--- config.mk ---
export PLATFORM = sky130hd
export DESIGN_NAME = blur_line_ctrl_flat
export DESIGN_NICKNAME = d
export VERILOG_FILES = /design/src/rtl/blur_line_ctrl_if.sv /design/src/rtl/blur_line_ctrl.sv /design/src/flat_wrapper.sv
export SDC_FILE = /design/constraint.sdc
export NUM_CORES = 1
export LEC_CHECK = 0
export CAP_MARGIN = 20
export CORE_ASPECT_RATIO = 1.5
export CORE_UTILIZATION = 55
export CTS_CLUSTER_SIZE = 16
export DETAILED_ROUTE_END_ITERATION = 7
export PLACE_DENSITY = 0.84
export SYNTH_ARGS = -nofsm -noshare
export SYNTH_HDL_FRONTEND = slang
export SYNTH_SLANG_ARGS = --single-unit
--- constraint.sdc ---
create_clock -name clk -period 12.04 [get_ports clk]
set_input_delay 2.408 -clock clk [delete_from_list [all_inputs] [get_ports clk]]
set_output_delay 2.408 -clock clk [all_outputs]
set_load 0.01 [all_outputs]
--- src/rtl/blur_line_ctrl_if.sv ---
// Handshake/config bundle between the video decoder/host and blur_line_ctrl.
interface blur_line_ctrl_if #(
    parameter int unsigned FILTER_SIZE = 11,
    parameter int unsigned COEFF_W     = 6,
    parameter int unsigned COL_W       = 10
);
    // Video timing and host configuration inputs
    logic [2:0]                     fvh_in;
    logic                           dv_in;
    logic                           cfg_we;
    logic [3:0]                     cfg_addr;
    logic [COEFF_W-1:0]             cfg_data;
    logic                           cfg_commit;

    // Sequencing and coefficient outputs toward the blur datapath
    logic [FILTER_SIZE*COEFF_W-1:0] coeffs;
    logic [9:0]                     coeff_sum;
    logic                           win_clear;
    logic                           px_ok;
    logic [COL_W-1:0]               col;
    logic [COL_W-1:0]               line;
    logic                           commit_pending;
    logic                           cfg_err;

    // Source side: decoder timing plus host config port
    modport master (
        output fvh_in, dv_in, cfg_we, cfg_addr, cfg_data, cfg_commit,
        input  coeffs, coeff_sum, win_clear, px_ok, col, line,
               commit_pending, cfg_err
    );

    // Controller side
    modport slave (
        input  fvh_in, dv_in, cfg_we, cfg_addr, cfg_data, cfg_commit,
        output coeffs, coeff_sum, win_clear, px_ok, col, line,
               commit_pending, cfg_err
    );
endinterface

--- src/rtl/blur_line_ctrl.sv ---
// Line-blur sequencer: tracks fvh/dv timing, flags full-window pixels with
// their column/line, and owns a double-buffered coefficient bank that swaps
// only at the start of vertical blank.
module blur_line_ctrl #(
    parameter int unsigned FILTER_SIZE = 11,
    parameter int unsigned COEFF_W     = 6,
    parameter int unsigned COL_W       = 10,
    parameter int unsigned RESET_COEFF = 23
) (
    input  logic            clk,
    input  logic            reset,
    blur_line_ctrl_if.slave bus
);
    localparam int unsigned BANK_W  = FILTER_SIZE * COEFF_W;
    localparam int unsigned SUM_W   = 10;
    localparam int unsigned MAX_SUM = 255;
    localparam int unsigned HALF    = (FILTER_SIZE - 1) / 2;

    typedef enum logic [1:0] {
        IDLE   = 2'd0,
        HBLANK = 2'd1,
        WARMUP = 2'd2,
        ACTIVE = 2'd3
    } state_e;

    state_e            state_q, state_d;
    logic [1:0]        fvh_q;
    logic [COL_W-1:0]  pc_q, pc_d, pc_inc_c;
    logic [COL_W-1:0]  line_q, line_d, line_inc_c;
    logic [COL_W-1:0]  col_q, col_d;
    logic              win_clear_q, win_clear_d;
    logic              px_ok_q, px_ok_d;
    logic              vb_rise_c, hb_rise_c;

    logic [BANK_W-1:0] shadow_q, shadow_d;
    logic [BANK_W-1:0] active_q, active_d;
    logic [SUM_W-1:0]  shadow_sum_c;
    logic [SUM_W-1:0]  coeff_sum_q, coeff_sum_d;
    logic              sum_ok_c;
    logic              pend_q, pend_d;
    logic              err_q, err_d;

    // Field bit is carried on the bus but plays no part in sequencing.
    logic              unused_field;
    assign unused_field = bus.fvh_in[2];

    // Blank rising edges relative to the previous sample
    assign vb_rise_c = bus.fvh_in[1] & ~fvh_q[1];
    assign hb_rise_c = bus.fvh_in[0] & ~fvh_q[0];

    // Saturating increments for pixel and line counters
    assign pc_inc_c   = (&pc_q)   ? pc_q   : pc_q + COL_W'(1);
    assign line_inc_c = (&line_q) ? line_q : line_q + COL_W'(1);

    // Next state, counters and datapath strobes
    always_comb begin
        state_d     = state_q;
        pc_d        = pc_q;
        line_d      = line_q;
        col_d       = col_q;
        win_clear_d = 1'b0;
        px_ok_d     = 1'b0;

        if (vb_rise_c) begin
            // Start of vertical blank restarts the frame from any state
            state_d     = HBLANK;
            win_clear_d = 1'b1;
            pc_d        = '0;
            line_d      = '0;
        end else if (hb_rise_c && (state_q != IDLE)) begin
            state_d     = HBLANK;
            win_clear_d = 1'b1;
            pc_d        = '0;
            if ((state_q == WARMUP) || (state_q == ACTIVE)) begin
                line_d = line_inc_c;
            end
        end else begin
            unique case (state_q)
                IDLE: begin
                    state_d = IDLE;
                end
                HBLANK: begin
                    if (bus.dv_in && (bus.fvh_in[1:0] == 2'b00)) begin
                        pc_d    = pc_inc_c;
                        state_d = (pc_inc_c == COL_W'(FILTER_SIZE - 1)) ? ACTIVE : WARMUP;
                    end
                end
                WARMUP: begin
                    if (bus.dv_in) begin
                        pc_d    = pc_inc_c;
                        state_d = (pc_inc_c == COL_W'(FILTER_SIZE - 1)) ? ACTIVE : WARMUP;
                    end
                end
                ACTIVE: begin
                    if (bus.dv_in) begin
                        px_ok_d = 1'b1;
                        col_d   = pc_q - COL_W'(HALF);
                        pc_d    = pc_inc_c;
                    end
                end
                default: begin
                    state_d = IDLE;
                end
            endcase
        end
    end

    // Timing state register
    always_ff @(posedge clk) begin
        if (reset) begin
            state_q     <= IDLE;
            fvh_q       <= 2'b00;
            pc_q        <= '0;
            line_q      <= '0;
            col_q       <= '0;
            win_clear_q <= 1'b0;
            px_ok_q     <= 1'b0;
        end else begin
            state_q     <= state_d;
            fvh_q       <= bus.fvh_in[1:0];
            pc_q        <= pc_d;
            line_q      <= line_d;
            col_q       <= col_d;
            win_clear_q <= win_clear_d;
            px_ok_q     <= px_ok_d;
        end
    end

    // Shadow bank with this cycle's host write folded in
    always_comb begin
        shadow_d = shadow_q;
        for (int unsigned i = 0; i < FILTER_SIZE; i++) begin
            if (bus.cfg_we && (bus.cfg_addr == 4'(i))) begin
                shadow_d[i*COEFF_W +: COEFF_W] = bus.cfg_data;
            end
        end
    end

    // Full-width sum of the updated shadow bank
    always_comb begin
        shadow_sum_c = '0;
        for (int unsigned i = 0; i < FILTER_SIZE; i++) begin
            shadow_sum_c = shadow_sum_c + SUM_W'(shadow_d[i*COEFF_W +: COEFF_W]);
        end
    end

    assign sum_ok_c = (shadow_sum_c <= SUM_W'(MAX_SUM));

    // Commit check and vertical-blank bank transfer
    always_comb begin
        active_d    = active_q;
        coeff_sum_d = coeff_sum_q;
        pend_d      = pend_q;
        err_d       = err_q;

        if (bus.cfg_commit) begin
            if (sum_ok_c) begin
                pend_d = 1'b1;
            end else begin
                err_d = 1'b1;
            end
        end

        // A legal commit on the blank edge itself transfers immediately
        if (vb_rise_c && pend_d) begin
            active_d    = shadow_d;
            coeff_sum_d = shadow_sum_c;
            pend_d      = 1'b0;
        end
    end

    // Coefficient bank registers
    always_ff @(posedge clk) begin
        if (reset) begin
            shadow_q    <= {FILTER_SIZE{COEFF_W'(RESET_COEFF)}};
            active_q    <= {FILTER_SIZE{COEFF_W'(RESET_COEFF)}};
            coeff_sum_q <= SUM_W'(FILTER_SIZE * RESET_COEFF);
            pend_q      <= 1'b0;
            err_q       <= 1'b0;
        end else begin
            shadow_q    <= shadow_d;
            active_q    <= active_d;
            coeff_sum_q <= coeff_sum_d;
            pend_q      <= pend_d;
            err_q       <= err_d;
        end
    end

    assign bus.coeffs         = active_q;
    assign bus.coeff_sum      = coeff_sum_q;
    assign bus.win_clear      = win_clear_q;
    assign bus.px_ok          = px_ok_q;
    assign bus.col            = col_q;
    assign bus.line           = line_q;
    assign bus.commit_pending = pend_q;
    assign bus.cfg_err        = err_q;
endmodule

--- src/flat_wrapper.sv ---
// flat-port wrapper written by rule: the top's interface ports become plain ports
module blur_line_ctrl_flat 
#(
    parameter int unsigned FILTER_SIZE = 11,
    parameter int unsigned COEFF_W     = 6,
    parameter int unsigned COL_W       = 10,
    parameter int unsigned RESET_COEFF = 23
)
  (clk, reset, bus_fvh_in, bus_dv_in, bus_cfg_we, bus_cfg_addr, bus_cfg_data, bus_cfg_commit, bus_coeffs, bus_coeff_sum, bus_win_clear, bus_px_ok, bus_col, bus_line, bus_commit_pending, bus_cfg_err);
  blur_line_ctrl_if #(.FILTER_SIZE(FILTER_SIZE), .COEFF_W(COEFF_W), .COL_W(COL_W)) bus_i ();
  input  logic clk;
  input  logic reset;
  input wire logic [$bits(bus_i.fvh_in)-1:0] bus_fvh_in;
  input wire logic [$bits(bus_i.dv_in)-1:0] bus_dv_in;
  input wire logic [$bits(bus_i.cfg_we)-1:0] bus_cfg_we;
  input wire logic [$bits(bus_i.cfg_addr)-1:0] bus_cfg_addr;
  input wire logic [$bits(bus_i.cfg_data)-1:0] bus_cfg_data;
  input wire logic [$bits(bus_i.cfg_commit)-1:0] bus_cfg_commit;
  output wire logic [$bits(bus_i.coeffs)-1:0] bus_coeffs;
  output wire logic [$bits(bus_i.coeff_sum)-1:0] bus_coeff_sum;
  output wire logic [$bits(bus_i.win_clear)-1:0] bus_win_clear;
  output wire logic [$bits(bus_i.px_ok)-1:0] bus_px_ok;
  output wire logic [$bits(bus_i.col)-1:0] bus_col;
  output wire logic [$bits(bus_i.line)-1:0] bus_line;
  output wire logic [$bits(bus_i.commit_pending)-1:0] bus_commit_pending;
  output wire logic [$bits(bus_i.cfg_err)-1:0] bus_cfg_err;
  assign bus_i.fvh_in = bus_fvh_in;
  assign bus_i.dv_in = bus_dv_in;
  assign bus_i.cfg_we = bus_cfg_we;
  assign bus_i.cfg_addr = bus_cfg_addr;
  assign bus_i.cfg_data = bus_cfg_data;
  assign bus_i.cfg_commit = bus_cfg_commit;
  assign bus_coeffs = bus_i.coeffs;
  assign bus_coeff_sum = bus_i.coeff_sum;
  assign bus_win_clear = bus_i.win_clear;
  assign bus_px_ok = bus_i.px_ok;
  assign bus_col = bus_i.col;
  assign bus_line = bus_i.line;
  assign bus_commit_pending = bus_i.commit_pending;
  assign bus_cfg_err = bus_i.cfg_err;
  blur_line_ctrl #(.FILTER_SIZE(FILTER_SIZE), .COEFF_W(COEFF_W), .COL_W(COL_W), .RESET_COEFF(RESET_COEFF)) u_core (.clk(clk), .reset(reset), .bus(bus_i));
endmodule
==> results of run 1 <==
[worst register-to-register path, delay by kind of cell, from the launching register on]
kind                       cells  cell delay, ps
and+or+nand+nor                1             100
muxes                          2             680
buffers and inverters          5             510
adders and majority gates      8            3650
xor gates and xnor gates       1             130
DFF                            1             310
AOI/OAI and AO/OA              7            1660
[cells in the final DEF, fill, tap and decap left out, drive strengths merged, types with 4 or more instances in the layout]
cell	count
dfxtp	180
clkdlybuf4s50	115
inv	104
nor2	81
mux2	80
mux2i	69
fa	46
nand2b	43
nor2b	41
or2	40
nand2	33
ha	30
xnor2	19
a21oi	18
clkbuf	18
nor3	13
o21ai	12
a211oi	11
nand3	10
or3	9
xor2	8
nor4	6
buf	6
and3	5
a211o	5
nor4b	4
and2	4
a21o	4
o211ai	4
o21a	4
nand4	4
[worst paths after layout]
path | from | to | slack (ps) | depth (start not counted)
setup / recovery | bus_cfg_addr[3] | u_core.bus.coeffs[62]$_SDFFE_PP1P_ | 1430 | 27
hold / removal | u_core.bus.coeff_sum[1]$_SDFFE_PP0P_ | u_core.bus.coeff_sum[1]$_SDFFE_PP0P_ | 480 | 2
setup reg to reg | u_core.shadow_q[0]$_SDFF_PP1_ | u_core.bus.coeffs[62]$_SDFFE_PP1P_ | 4870 | 24
hold reg to reg | u_core.bus.coeff_sum[1]$_SDFFE_PP0P_ | u_core.bus.coeff_sum[1]$_SDFFE_PP0P_ | 480 | 2
[Yosys cell counts (3+ instances only)]
cell type and instances:
mux2_4 20, a21o_1 4, nor4_1 6, nor3_2 4, xnor2_1 19, mux2_2 56
mux2i_1 69, ha_1 30, nor4b_1 4, dfxtp_1 180, or3_1 9, inv_1 96
nor3_1 9, nand2_1 33, xor2_1 8, a21oi_1 18, and2_1 4, nand3_1 10
a211oi_1 9, buf_2 9, o211ai_1 4, nand2b_1 43, and3_1 5, mux2_1 4
a211o_1 5, nor2b_1 41, o21a_1 4, buf_6 4, fa_1 46, nand4_1 4
o21ai_0 12, and4_1 3, nor2_1 80, nand3b_1 3, or2_2 40, clkbuf_1 40
[cell families (layout without fill, tap and decap cells)]
family                     after synthesis  count (layout)
muxes                                  149             149
DFF                                    180             180
buffers and inverters                  150             249
adders and majority gates               78              78
AOI/OAI and AO/OA                       75              75
and+or+nand+nor                        307             307
xor gates and xnor gates                27              27
[final cells by class]
| cell class | count | area [um^2] |
|---|---|---|
| repair buffers | 121 | 1200 |
| clock inverters | 14 | 185.2 |
| inverters | 96 | 360.3 |
| fillers | 1296 | 5454 |
| multi-input cells | 636 | 5414 |
| well taps | 210 | 262.8 |
| flip-flops and latches | 180 | 3603 |
| clock buffers | 18 | 429.2 |
[flip-flops by register name, indices dropped and copies added, names as in the netlist, 2 cells and up, named ones only]
name                  count
u_core.bus.coeffs        66
u_core.shadow_q          66
u_core.bus.coeff_sum     10
u_core.bus.col           10
u_core.bus.line          10
u_core.pc_q               9
u_core.fvh_q              2
u_core.state_q            2
[power by group through the flow]
| stage | Clock [mW] | Sequential (mW) | Combinational, mW |
|---|---|---|---|
| floorplan | 0 | 0.655 | 0.385 |
| global placement | 0 | 0.648 | 0.504 |
| detailed placement | 0 | 0.649 | 0.509 |
| CTS | 0.594 | 0.636 | 0.516 |
| global route | 0.620 | 0.638 | 0.572 |
| finish | 0.585 | 0.635 | 0.516 |
[routing by layer]
metal	vias up	GRT usage, %	share of wire [%]
li1	3350	-	-
met4	0	11.15	3.1
met5	-	0	0
met1	3297	25.81	39
met2	141	45.71	54
met3	40	4.683	3.7
==> flow_summary.html, run 1 <==
<table>
<tr><th>Metric</th><th>Value</th></tr>
<tr><th colspan="2">Outcome</th></tr>
<tr><td>Status</td><td>finished clean</td></tr>
<tr><th colspan="2">Drt</th></tr>
<tr><td>First DRT Iteration DRCs</td><td>329</td></tr>
<tr><td>Final routed wirelength across all metal layers</td><td>20,790 um</td></tr>
<tr><td>Post-detailed-route via-to-cell ratio</td><td>5.355</td></tr>
<tr><td>Avg WL per Cell</td><td>16.30 um</td></tr>
<tr><td>Iteration count of the initial detailed-routing pass</td><td>6</td></tr>
<tr><td>Post-route ant nets</td><td>0</td></tr>
<tr><td>Total number of vias</td><td>6,828</td></tr>
<tr><td>DRC viols</td><td>0</td></tr>
<tr><th colspan="2">Floorplan</th></tr>
<tr><td>Die Span Y</td><td>164.0 um</td></tr>
<tr><td>Initial core utilization</td><td>56.90%</td></tr>
<tr><td>Overall die area</td><td>18,040 um^2</td></tr>
<tr><td>Core outline area</td><td>16,910 um^2</td></tr>
<tr><td>Number of placement rows</td><td>58</td></tr>
<tr><td>Die W</td><td>110.0 um</td></tr>
<tr><td>Number of I/O pins</td><td>118</td></tr>
<tr><th colspan="2">Power and ir drop</th></tr>
<tr><td>Cell internal pwr</td><td>1.187 mW</td></tr>
<tr><td>Cell Pwr Density</td><td>151.5 nW/um^2</td></tr>
<tr><td>Clock network power share</td><td>33.7%</td></tr>
<tr><td>Reported net switching power</td><td>548.5 uW</td></tr>
<tr><td>Leak pwr</td><td>4.661 nW</td></tr>
<tr><td>Sequential group share of total power</td><td>36.6%</td></tr>
<tr><td>IR drop worst, VDD</td><td>94.73 uV</td></tr>
<tr><td>Switching fraction of total power</td><td>31.61%</td></tr>
<tr><td>Part of the power in combinational logic</td><td>29.7%</td></tr>
<tr><td>Overall Power</td><td>1.736 mW</td></tr>
<tr><th colspan="2">Layout</th></tr>
<tr><td>Final instance count without filler cells</td><td>1,275</td></tr>
<tr><td>Final #Nets</td><td>1,146</td></tr>
<tr><td>Diodes inserted</td><td>0</td></tr>
<tr><td>Post-layout utilization of the core</td><td>67.74%</td></tr>
<tr><td>Fraction of layout instances using a drive strength above 1</td><td>15.40%</td></tr>
<tr><td>Synth-to-layout area growth</td><td>19.07%</td></tr>
<tr><td>Finished Cell Area</td><td>11,450 um^2</td></tr>
<tr><th colspan="2">Global route</th></tr>
<tr><td>Wire length of the first global-routing pass</td><td>33,470 um</td></tr>
<tr><td>Total overflow reported by the global router</td><td>0</td></tr>
<tr><td>Number of antenna violations at the first check in global routing</td><td>0</td></tr>
<tr><td>Vias in the first global route</td><td>6,899</td></tr>
<tr><td>Largest net degree at the start of global routing</td><td>97</td></tr>
<tr><td>Overall track demand over capacity in global routing</td><td>24.47%</td></tr>
<tr><th colspan="2">Synth</th></tr>
<tr><td>Share of the yosys chip area belonging to registers</td><td>37.46%</td></tr>
<tr><td>Share of async-settable or async-resettable flops after synthesis</td><td>0%</td></tr>
<tr><td>Proportion of synthesized area in mux cells</td><td>17.32%</td></tr>
<tr><td>Adder-cell share of the synthesized area</td><td>13.68%</td></tr>
<tr><td>Largest family of logic cells by synthesized area</td><td>simple AND/OR/NAND/NOR gates</td></tr>
<tr><td>Syn_area_per_cell</td><td>9.959 um^2</td></tr>
<tr><td>Library cells used by synthesis</td><td>60</td></tr>
<tr><td>Most frequently used flop master after synthesis</td><td>dfxtp_1</td></tr>
<tr><td>Post-Synth XOR/XNOR Area</td><td>2.458%</td></tr>
<tr><td>Total nets after synthesis</td><td>1,060</td></tr>
<tr><td>Top-area cell type share of the netlist area</td><td>37.46%</td></tr>
<tr><td>Compound-Gate Fraction of Synth Area</td><td>5.436%</td></tr>
<tr><td>Cell type with the largest total area after synthesis</td><td>dfxtp_1</td></tr>
<tr><td>Gate count of the mapped netlist</td><td>966</td></tr>
<tr><td>Simple-gate share of the synthesized area</td><td>17.36%</td></tr>
<tr><td>Number of enable flip-flop cells after synthesis</td><td>0</td></tr>
<tr><td>Netlist area before placement</td><td>9620 um^2</td></tr>
<tr><td>Count of yosys warnings during synthesis</td><td>0</td></tr>
<tr><td>Number of register bits inferred by synthesis</td><td>180</td></tr>
<tr><td>Top cells by area in the synthesized netlist</td><td>dfxtp_1, fa_1, mux2i_1</td></tr>
<tr><th colspan="2">STA</th></tr>
<tr><td>Worst rel slew slack</td><td>44.55%</td></tr>
<tr><td>Final setup TNS</td><td>0 ps</td></tr>
<tr><td>Setup repair after global routing missed its margin</td><td>no</td></tr>
<tr><td>Final critical-path setup slack</td><td>1427 ps</td></tr>
<tr><td>Max Clock Skew</td><td>8.667 ps</td></tr>
<tr><td>Min cycle time layout</td><td>10,610 ps</td></tr>
<tr><td>Hold_ws</td><td>483.7 ps</td></tr>
<tr><td>Hold Violations, Final</td><td>0</td></tr>
<tr><td>Slew Viols, Final</td><td>0</td></tr>
<tr><td>Slew at the pin with the worst max-slew slack</td><td>831.8 ps</td></tr>
<tr><td>Highest achievable clock rate</td><td>94.23 MHz</td></tr>
<tr><td>Final count of negative-setup-slack endpoints</td><td>0</td></tr>
<tr><td>Part of the cycle the worst path needs</td><td>88.15%</td></tr>
<tr><th colspan="2">Job</th></tr>
<tr><td>Max capacitance violation total</td><td>0</td></tr>
<tr><th colspan="2">Clock network</th></tr>
<tr><td>CTS tree</td><td>yes</td></tr>
<tr><td>CTS clock-pin slew for the worst setup and hold paths</td><td>70 ps</td></tr>
<tr><td>TritonCTS Buffers</td><td>17</td></tr>
<tr><td>Post CTS Setup Buffer Count</td><td>0</td></tr>
<tr><td>Clk sinks</td><td>180</td></tr>
<tr><td>Clock Path Buffers</td><td>2</td></tr>
<tr><td>Clock network latency to the later pin of the worst-skew pair</td><td>430 ps</td></tr>
<tr><td>Cells resized by post-CTS repair</td><td>0</td></tr>
<tr><td>Cell at the root of the clock tree</td><td>clkbuf_16</td></tr>
<tr><td>Number of hold-repair buffers added at the cts stage</td><td>0</td></tr>
<tr><td>CTS H-tree lvls</td><td>4</td></tr>
<tr><th colspan="2">Placed design</th></tr>
<tr><td>Gp weighted congestion</td><td>0.9000</td></tr>
<tr><td>Port Buf Inserts</td><td>116</td></tr>
<tr><td>Post-Place Setup Slack</td><td>1034 ps</td></tr>
<tr><td>Detailed placement HPWL</td><td>14,820 um</td></tr>
<tr><td>Instance area at placement</td><td>10,830 um^2</td></tr>
<tr><td>Instance count after placement with tap cells included</td><td>1,242</td></tr>
<tr><th colspan="2">Critical path</th></tr>
<tr><td>Largest fanout on the critical path</td><td>36</td></tr>
<tr><td>Number of buffer and inverter stages on the critical path</td><td>6</td></tr>
<tr><td>Biggest cell delay along the critical path</td><td>730 ps</td></tr>
<tr><td>CP Launch Type</td><td>input port</td></tr>
<tr><td>CP Data Arrival Time</td><td>10,930 ps</td></tr>
<tr><td>Endpoint kind of the worst setup timing path</td><td>register</td></tr>
<tr><td>Cell with the biggest individual delay on the critical path</td><td>nor4b_1</td></tr>
<tr><td>Required time of the critical path</td><td>12,360 ps</td></tr>
<tr><td>Kind of cell with the highest combined delay on the critical path</td><td>adder cells</td></tr>
<tr><td>Worst path most repeated cell</td><td>fa_1</td></tr>
<tr><td>Critical path class</td><td>input port to register</td></tr>
<tr><th colspan="2">Hold path</th></tr>
<tr><td>Class of the worst hold path</td><td>register to register</td></tr>
</table>
(Power assumes the default switching activity.)
==> run 2, diff against run 1 <==
--- a/config.mk
+++ b/config.mk
@@ -10,7 +10,8 @@
 export CORE_UTILIZATION = 55
 export CTS_CLUSTER_SIZE = 16
 export DETAILED_ROUTE_END_ITERATION = 7
-export PLACE_DENSITY = 0.84
+export DONT_BUFFER_PORTS = 1
+export PLACE_DENSITY = 0.75
 export SYNTH_ARGS = -nofsm -noshare
 export SYNTH_HDL_FRONTEND = slang
 export SYNTH_SLANG_ARGS = --single-unit
==> run 2 against run 1 <==
Compared with the run above:
- clock skew increased by 1.9 ps
- clock-buffer cell count down 1
- sequential share of layout area is 3.7 points higher
- register-to-register slack barely moved
- first-iteration DRC count is 3.0% higher
- cell area decreased by 10%
- clock power is 3% lower
- die area unchanged
==> flow_summary.html, run 2 (synthesized netlist as in run 1, its figures left out) <==
<table>
<tr><th>Metric</th><th>Value</th></tr>
<tr><th colspan="2">Placed design</th></tr>
<tr><td>Instance count after placement with tap cells included</td><td>1,125</td></tr>
<tr><td>Instance area at placement</td><td>9663 um^2</td></tr>
<tr><td>Detailed placement HPWL</td><td>14,540 um</td></tr>
<tr><td>Gp weighted congestion</td><td>0.8870</td></tr>
<tr><td>Post-Place Setup Slack</td><td>1567 ps</td></tr>
<tr><td>Port Buf Inserts</td><td>0</td></tr>
<tr><th colspan="2">Power and ir drop</th></tr>
<tr><td>Clock network power share</td><td>34.1%</td></tr>
<tr><td>Cell Pwr Density</td><td>161.8 nW/um^2</td></tr>
<tr><td>Overall Power</td><td>1.660 mW</td></tr>
<tr><td>Leak pwr</td><td>4.190 nW</td></tr>
<tr><td>Reported net switching power</td><td>529.9 uW</td></tr>
<tr><td>Switching fraction of total power</td><td>31.92%</td></tr>
<tr><td>Sequential group share of total power</td><td>39.0%</td></tr>
<tr><td>IR drop worst, VDD</td><td>96.42 uV</td></tr>
<tr><td>Part of the power in combinational logic</td><td>26.9%</td></tr>
<tr><td>Cell internal pwr</td><td>1.130 mW</td></tr>
<tr><th colspan="2">STA</th></tr>
<tr><td>Final setup TNS</td><td>0 ps</td></tr>
<tr><td>Setup repair after global routing missed its margin</td><td>no</td></tr>
<tr><td>Final critical-path setup slack</td><td>1969 ps</td></tr>
<tr><td>Hold_ws</td><td>508.3 ps</td></tr>
<tr><td>Final count of negative-setup-slack endpoints</td><td>0</td></tr>
<tr><td>Slew Viols, Final</td><td>0</td></tr>
<tr><td>Max Clock Skew</td><td>10.54 ps</td></tr>
<tr><td>Hold Violations, Final</td><td>0</td></tr>
<tr><td>Highest achievable clock rate</td><td>99.29 MHz</td></tr>
<tr><td>Min cycle time layout</td><td>10,070 ps</td></tr>
<tr><td>Slew at the pin with the worst max-slew slack</td><td>778.9 ps</td></tr>
<tr><td>Worst rel slew slack</td><td>47.34%</td></tr>
<tr><td>Part of the cycle the worst path needs</td><td>83.65%</td></tr>
<tr><th colspan="2">Global route</th></tr>
<tr><td>Vias in the first global route</td><td>6,443</td></tr>
<tr><td>Number of antenna violations at the first check in global routing</td><td>0</td></tr>
<tr><td>Largest net degree at the start of global routing</td><td>172</td></tr>
<tr><td>Total overflow reported by the global router</td><td>0</td></tr>
<tr><td>Wire length of the first global-routing pass</td><td>32,490 um</td></tr>
<tr><td>Overall track demand over capacity in global routing</td><td>23.70%</td></tr>
<tr><th colspan="2">Layout</th></tr>
<tr><td>Synth-to-layout area growth</td><td>6.685%</td></tr>
<tr><td>Commonest cells after routing, fill and taps aside</td><td>dfxtp_1, inv_1, nor2_1, mux2i_1, mux2_2</td></tr>
<tr><td>Post-layout utilization of the core</td><td>60.70%</td></tr>
<tr><td>Diodes inserted</td><td>0</td></tr>
<tr><td>Fill count</td><td>1,411</td></tr>
<tr><td>Finished Cell Area</td><td>10,260 um^2</td></tr>
<tr><td>Commonest non-fill, non-tap cell in the layout</td><td>dfxtp_1</td></tr>
<tr><td>Final instance count without filler cells</td><td>1,157</td></tr>
<tr><td>Fraction of layout instances using a drive strength above 1</td><td>17.11%</td></tr>
<tr><td>Final #Nets</td><td>1,029</td></tr>
<tr><th colspan="2">Clock network</th></tr>
<tr><td>Clk sinks</td><td>180</td></tr>
<tr><td>Cell at the root of the clock tree</td><td>clkbuf_16</td></tr>
<tr><td>Post CTS Setup Buffer Count</td><td>0</td></tr>
<tr><td>Clock Path Buffers</td><td>2</td></tr>
<tr><td>Cells resized by post-CTS repair</td><td>0</td></tr>
<tr><td>TritonCTS Buffers</td><td>17</td></tr>
<tr><td>Number of hold-repair buffers added at the cts stage</td><td>0</td></tr>
<tr><td>CTS tree</td><td>yes</td></tr>
<tr><td>CTS clock-pin slew for the worst setup and hold paths</td><td>70 ps</td></tr>
<tr><td>CTS H-tree lvls</td><td>4</td></tr>
<tr><td>Clock network latency to the later pin of the worst-skew pair</td><td>430 ps</td></tr>
<tr><th colspan="2">Critical path</th></tr>
<tr><td>Endpoint kind of the worst setup timing path</td><td>register</td></tr>
<tr><td>Largest fanout on the critical path</td><td>45</td></tr>
<tr><td>Critical path class</td><td>input port to register</td></tr>
<tr><td>CP Data Arrival Time</td><td>10,380 ps</td></tr>
<tr><td>Required time of the critical path</td><td>12,350 ps</td></tr>
<tr><td>CP Launch Type</td><td>input port</td></tr>
<tr><th colspan="2">Floorplan</th></tr>
<tr><td>Number of I/O pins</td><td>118</td></tr>
<tr><td>Overall die area</td><td>18,040 um^2</td></tr>
<tr><td>Initial core utilization</td><td>56.90%</td></tr>
<tr><td>Die Span Y</td><td>164.0 um</td></tr>
<tr><td>Number of placement rows</td><td>58</td></tr>
<tr><td>Core outline area</td><td>16,910 um^2</td></tr>
<tr><td>Die W</td><td>110.0 um</td></tr>
<tr><th colspan="2">Job</th></tr>
<tr><td>Max capacitance violation total</td><td>0</td></tr>
<tr><th colspan="2">Drt</th></tr>
<tr><td>First DRT Iteration DRCs</td><td>339</td></tr>
<tr><td>Final routed wirelength across all metal layers</td><td>20,080 um</td></tr>
<tr><td>Post-detailed-route via-to-cell ratio</td><td>5.420</td></tr>
<tr><td>Avg WL per Cell</td><td>17.36 um</td></tr>
<tr><td>Total number of vias</td><td>6,271</td></tr>
<tr><td>Post-route ant nets</td><td>0</td></tr>
<tr><td>DRC viols</td><td>0</td></tr>
<tr><td>Iteration count of the initial detailed-routing pass</td><td>4</td></tr>
<tr><th colspan="2">Hold path</th></tr>
<tr><td>Class of the worst hold path</td><td>register to register</td></tr>
<tr><th colspan="2">Outcome</th></tr>
<tr><td>Status</td><td>finished clean</td></tr>
</table>
==> run 2: area by class of cell <==
class	instances	area (um^2)	share of cell area, %
inverter	96	360.3	3.511
sequential	180	3603	35.11
tap	210	262.8	2.560
timing repair buffer	4	33.78	0.3291
clock buffer	17	425.4	4.145
clock inverter	14	163.9	1.597
multi-input combinational	636	5414	52.75
==> run 2: critical path: stages <==
cell      delay (ps)
nor4b_1          680
nand2_1          420
mux2_2           390
ha_1             230
fa_1             460
nand2_1          100
a21oi_1           60
a311o_1          310
a41oi_1          280
xnor2_1          140
fa_1             490
inv_1             60
fa_1             530
fa_1             550
inv_1             60
fa_1             540
inv_1             50
fa_1             510
inv_1             40
ha_1             340
nand2_1          100
a211oi_2         340
o41a_1           200
o31a_2           140
buf_4            470
mux2_2           400
==> run 2: per-layer routing <==
metal / vias to the layer above / part of all wire (%) / GRT usage [%]
met2: 131 / 54 / 43.64
met4: 0 / 3.1 / 10.00
met5: - / 0 / 0
met3: 31 / 4.7 / 5.754
li1: 3110 / - / -
met1: 2999 / 38 / 25.13
==> run 2: path summary, 6_finish.rpt <==
path / startpoint / depth (start not counted) / slack, ps / end
setup / recovery: bus_cfg_addr[2] / 26 / 1970 / u_core.bus.coeffs[33]$_SDFFE_PP0P_
hold / removal: u_core.shadow_q[38]$_SDFF_PP1_ / 2 / 510 / u_core.shadow_q[38]$_SDFF_PP1_
setup reg to reg: u_core.shadow_q[0]$_SDFF_PP1_ / 24 / 4880 / u_core.bus.coeffs[33]$_SDFFE_PP0P_
hold reg to reg: u_core.shadow_q[38]$_SDFF_PP1_ / 2 / 510 / u_core.shadow_q[38]$_SDFF_PP1_
==> run 2: power groups by stage <==
stage	Sequential [mW]	Combinational, mW	Clock, mW
final	0.648	0.447	0.566
after global routing	0.652	0.503	0.603
after CTS	0.649	0.451	0.576
after detailed placement	0.663	0.446	0
after global placement	0.663	0.442	0
after floorplan	0.655	0.385	0
==> run 3, diff against run 2 <==
==> constraint.sdc (replaced) <==
create_clock -name clk -period 10.55 [get_ports clk]
set_input_delay 2.11 -clock clk [delete_from_list [all_inputs] [get_ports clk]]
set_output_delay 2.11 -clock clk [all_outputs]
set_load 0.01 [all_outputs]
==> run 3 against run 2 <==
Compared with the run above:
- highest routed layer unchanged
- critical path depth did not move
- combinational power increased by 14%
- clock power up 3%
- largest cell class unchanged
- global-route usage up 0.24 points
- critical path type unchanged
- register-to-register slack worse by 1600 ps
- sequential power is 14% higher
- worst hold slack better by 0.84 ps
==> flow_summary.html, run 3 (synthesized netlist as in run 1, its figures left out) <==
<table>
<tr><th>Metric</th><th>Value</th></tr>
<tr><th colspan="2">Outcome</th></tr>
<tr><td>Status</td><td>finished clean</td></tr>
<tr><th colspan="2">Critical path</th></tr>
<tr><td>Cell with the biggest individual delay on the critical path</td><td>or4b_1</td></tr>
<tr><td>Worst path most repeated cell</td><td>fa_1</td></tr>
<tr><td>Endpoint kind of the worst setup timing path</td><td>register</td></tr>
<tr><td>Crit Reg-Reg Startpoint</td><td>u_core.shadow_q[6]$_SDFF_PP1_</td></tr>
<tr><td>Largest fanout on the critical path</td><td>46</td></tr>
<tr><td>Kind of cell with the highest combined delay on the critical path</td><td>adder cells</td></tr>
<tr><td>Register-to-register path setup slack</td><td>3280 ps</td></tr>
<tr><td>Launching element of the worst setup path</td><td>bus_cfg_addr[2]</td></tr>
<tr><td>CP Data Arrival Time</td><td>9960 ps</td></tr>
<tr><td>Critical path class</td><td>input port to register</td></tr>
<tr><td>Capture instance of the worst register-to-register path</td><td>u_core.bus.coeffs[25]$_SDFFE_PP1P_</td></tr>
<tr><td>Number of buffer and inverter stages on the critical path</td><td>5</td></tr>
<tr><td>Path depth of the worst reg2reg path</td><td>24</td></tr>
<tr><td>Total stage count of the critical path</td><td>26</td></tr>
<tr><td>CP Launch Type</td><td>input port</td></tr>
<tr><td>Biggest cell delay along the critical path</td><td>630 ps</td></tr>
<tr><td>Worst setup path end</td><td>u_core.bus.coeffs[25]$_SDFFE_PP1P_</td></tr>
<tr><td>Required time of the critical path</td><td>10,870 ps</td></tr>
<tr><th colspan="2">STA</th></tr>
<tr><td>Setup repair after global routing missed its margin</td><td>no</td></tr>
<tr><td>Max Clock Skew</td><td>7.964 ps</td></tr>
<tr><td>Slew at the pin with the worst max-slew slack</td><td>729.7 ps</td></tr>
<tr><td>Final count of negative-setup-slack endpoints</td><td>0</td></tr>
<tr><td>Highest achievable clock rate</td><td>103.7 MHz</td></tr>
<tr><td>Part of the cycle the worst path needs</td><td>91.38%</td></tr>
<tr><td>Slew Viols, Final</td><td>0</td></tr>
<tr><td>Min cycle time layout</td><td>9640 ps</td></tr>
<tr><td>Hold Violations, Final</td><td>0</td></tr>
<tr><td>Worst rel slew slack</td><td>51.09%</td></tr>
<tr><td>Final setup TNS</td><td>0 ps</td></tr>
<tr><th colspan="2">Clock network</th></tr>
<tr><td>Cells resized by post-CTS repair</td><td>0</td></tr>
<tr><td>CTS tree</td><td>yes</td></tr>
<tr><td>Clock Path Buffers</td><td>2</td></tr>
<tr><td>CTS clock-pin slew for the worst setup and hold paths</td><td>70 ps</td></tr>
<tr><td>Clk sinks</td><td>180</td></tr>
<tr><td>Clock network latency to the later pin of the worst-skew pair</td><td>430 ps</td></tr>
<tr><td>Post CTS Setup Buffer Count</td><td>0</td></tr>
<tr><td>Cell at the root of the clock tree</td><td>clkbuf_16</td></tr>
<tr><td>TritonCTS Buffers</td><td>17</td></tr>
<tr><td>Number of hold-repair buffers added at the cts stage</td><td>0</td></tr>
<tr><td>CTS H-tree lvls</td><td>4</td></tr>
<tr><th colspan="2">Layout</th></tr>
<tr><td>Final #Nets</td><td>1,032</td></tr>
<tr><td>Final instance count without filler cells</td><td>1,159</td></tr>
<tr><td>Finished Cell Area</td><td>10,230 um^2</td></tr>
<tr><td>Fill count</td><td>1,436</td></tr>
<tr><td>Fraction of layout instances using a drive strength above 1</td><td>17.18%</td></tr>
<tr><td>Commonest non-fill, non-tap cell in the layout</td><td>dfxtp_1</td></tr>
<tr><td>Diodes inserted</td><td>0</td></tr>
<tr><td>Synth-to-layout area growth</td><td>6.360%</td></tr>
<tr><td>Commonest cells after routing, fill and taps aside</td><td>dfxtp_1, inv_1, nor2_1, mux2i_1, mux2_2</td></tr>
<tr><th colspan="2">Power and ir drop</th></tr>
<tr><td>Overall Power</td><td>1.835 mW</td></tr>
<tr><td>IR drop worst, VDD</td><td>107.3 uV</td></tr>
<tr><td>Leak pwr</td><td>4.170 nW</td></tr>
<tr><td>Cell Pwr Density</td><td>179.3 nW/um^2</td></tr>
<tr><th colspan="2">Global route</th></tr>
<tr><td>Vias in the first global route</td><td>6,497</td></tr>
<tr><td>Total overflow reported by the global router</td><td>0</td></tr>
<tr><td>Largest net degree at the start of global routing</td><td>172</td></tr>
<tr><td>Wire length of the first global-routing pass</td><td>32,460 um</td></tr>
<tr><td>Overall track demand over capacity in global routing</td><td>23.94%</td></tr>
<tr><td>Number of antenna violations at the first check in global routing</td><td>0</td></tr>
<tr><th colspan="2">Floorplan</th></tr>
<tr><td>Number of I/O pins</td><td>118</td></tr>
<tr><td>Die Span Y</td><td>164.0 um</td></tr>
<tr><td>Die W</td><td>110.0 um</td></tr>
<tr><td>Number of placement rows</td><td>58</td></tr>
<tr><td>Overall die area</td><td>18,040 um^2</td></tr>
<tr><td>Initial core utilization</td><td>56.90%</td></tr>
<tr><td>Core outline area</td><td>16,910 um^2</td></tr>
<tr><th colspan="2">Drt</th></tr>
<tr><td>Final routed wirelength across all metal layers</td><td>20,250 um</td></tr>
<tr><td>Total number of vias</td><td>6,333</td></tr>
<tr><td>Post-detailed-route via-to-cell ratio</td><td>5.464</td></tr>
<tr><td>Iteration count of the initial detailed-routing pass</td><td>5</td></tr>
<tr><td>First DRT Iteration DRCs</td><td>414</td></tr>
<tr><td>Avg WL per Cell</td><td>17.47 um</td></tr>
<tr><td>DRC viols</td><td>0</td></tr>
<tr><td>Post-route ant nets</td><td>0</td></tr>
<tr><th colspan="2">Placed design</th></tr>
<tr><td>Port Buf Inserts</td><td>0</td></tr>
<tr><td>Gp weighted congestion</td><td>0.8889</td></tr>
<tr><td>Detailed placement HPWL</td><td>14,680 um</td></tr>
<tr><td>Instance area at placement</td><td>9686 um^2</td></tr>
<tr><td>Instance count after placement with tap cells included</td><td>1,128</td></tr>
<tr><th colspan="2">Hold path</th></tr>
<tr><td>Hold Path Stages</td><td>2</td></tr>
<tr><td>Class of the worst hold path</td><td>register to register</td></tr>
<tr><th colspan="2">Job</th></tr>
<tr><td>Max capacitance violation total</td><td>0</td></tr>
</table>
run 3: cell types whose count changed in the layout (fill, tap and decap cells not counted), sizes merged:
cell / change
inv: -7
buf: +3
clkbuf: +3
clkinv: +3
bufinv: -2
clkinvlp: +2
run 3: final cells by class:
class | instances | area, um^2 | share of cell area, %
clock buffers | 20 | 456.7 | 4.463
clock inverters | 10 | 78.83 | 0.7704
inverters | 96 | 360.3 | 3.522
multi-input cells | 636 | 5414 | 52.91
flip-flops and latches | 180 | 3603 | 35.22
well taps | 210 | 262.8 | 2.568
repair buffers | 7 | 56.30 | 0.5503
run 3: per-stage QoR:
step	util (%)	setup WS, ps	hold slack (ps)
floorplan	-	1105	456.4
global placement	57.28	577.4	481.5
detailed placement	57.28	508.4	488.3
CTS	60.45	949.6	506.7
global route	60.51	523.9	533.6
finish	60.51	909.8	509.2
run 3: worst min path at each step:
stage,startpoint,end,slack [ps]
after floorplan,u_core.shadow_q[61]$_SDFF_PP1_,u_core.shadow_q[61]$_SDFF_PP1_,460
after global placement,u_core.shadow_q[61]$_SDFF_PP1_,u_core.shadow_q[61]$_SDFF_PP1_,480
after detailed placement,u_core.shadow_q[61]$_SDFF_PP1_,u_core.shadow_q[61]$_SDFF_PP1_,490
after CTS,u_core.shadow_q[61]$_SDFF_PP1_,u_core.shadow_q[61]$_SDFF_PP1_,510
after global routing,u_core.shadow_q[50]$_SDFF_PP1_,u_core.shadow_q[50]$_SDFF_PP1_,530
final,u_core.shadow_q[38]$_SDFF_PP1_,u_core.shadow_q[38]$_SDFF_PP1_,510
run 3: worst min-delay path, stage by stage (launching register included):
cell and delay (ps):
dfxtp_1 320, mux2i_1 80, nand2b_1 80
run 3: layer usage:
metal  track usage [%]  vias to the layer above  routed length, um
met3             5.437                       33                900
met2             44.52                      130              11050
met4             10.79                        0                569
li1                  -                     3115                  -
met5                 0                        -                  0
met1             24.95                     3055               7728
run 3: report_power, final:
| part | switching, mW | internal, mW | total [mW] |
|---|---|---|---|
| registers | 0.0325 | 0.708 | 0.740 |
| logic | 0.285 | 0.225 | 0.511 |
| clock network | 0.270 | 0.313 | 0.584 |
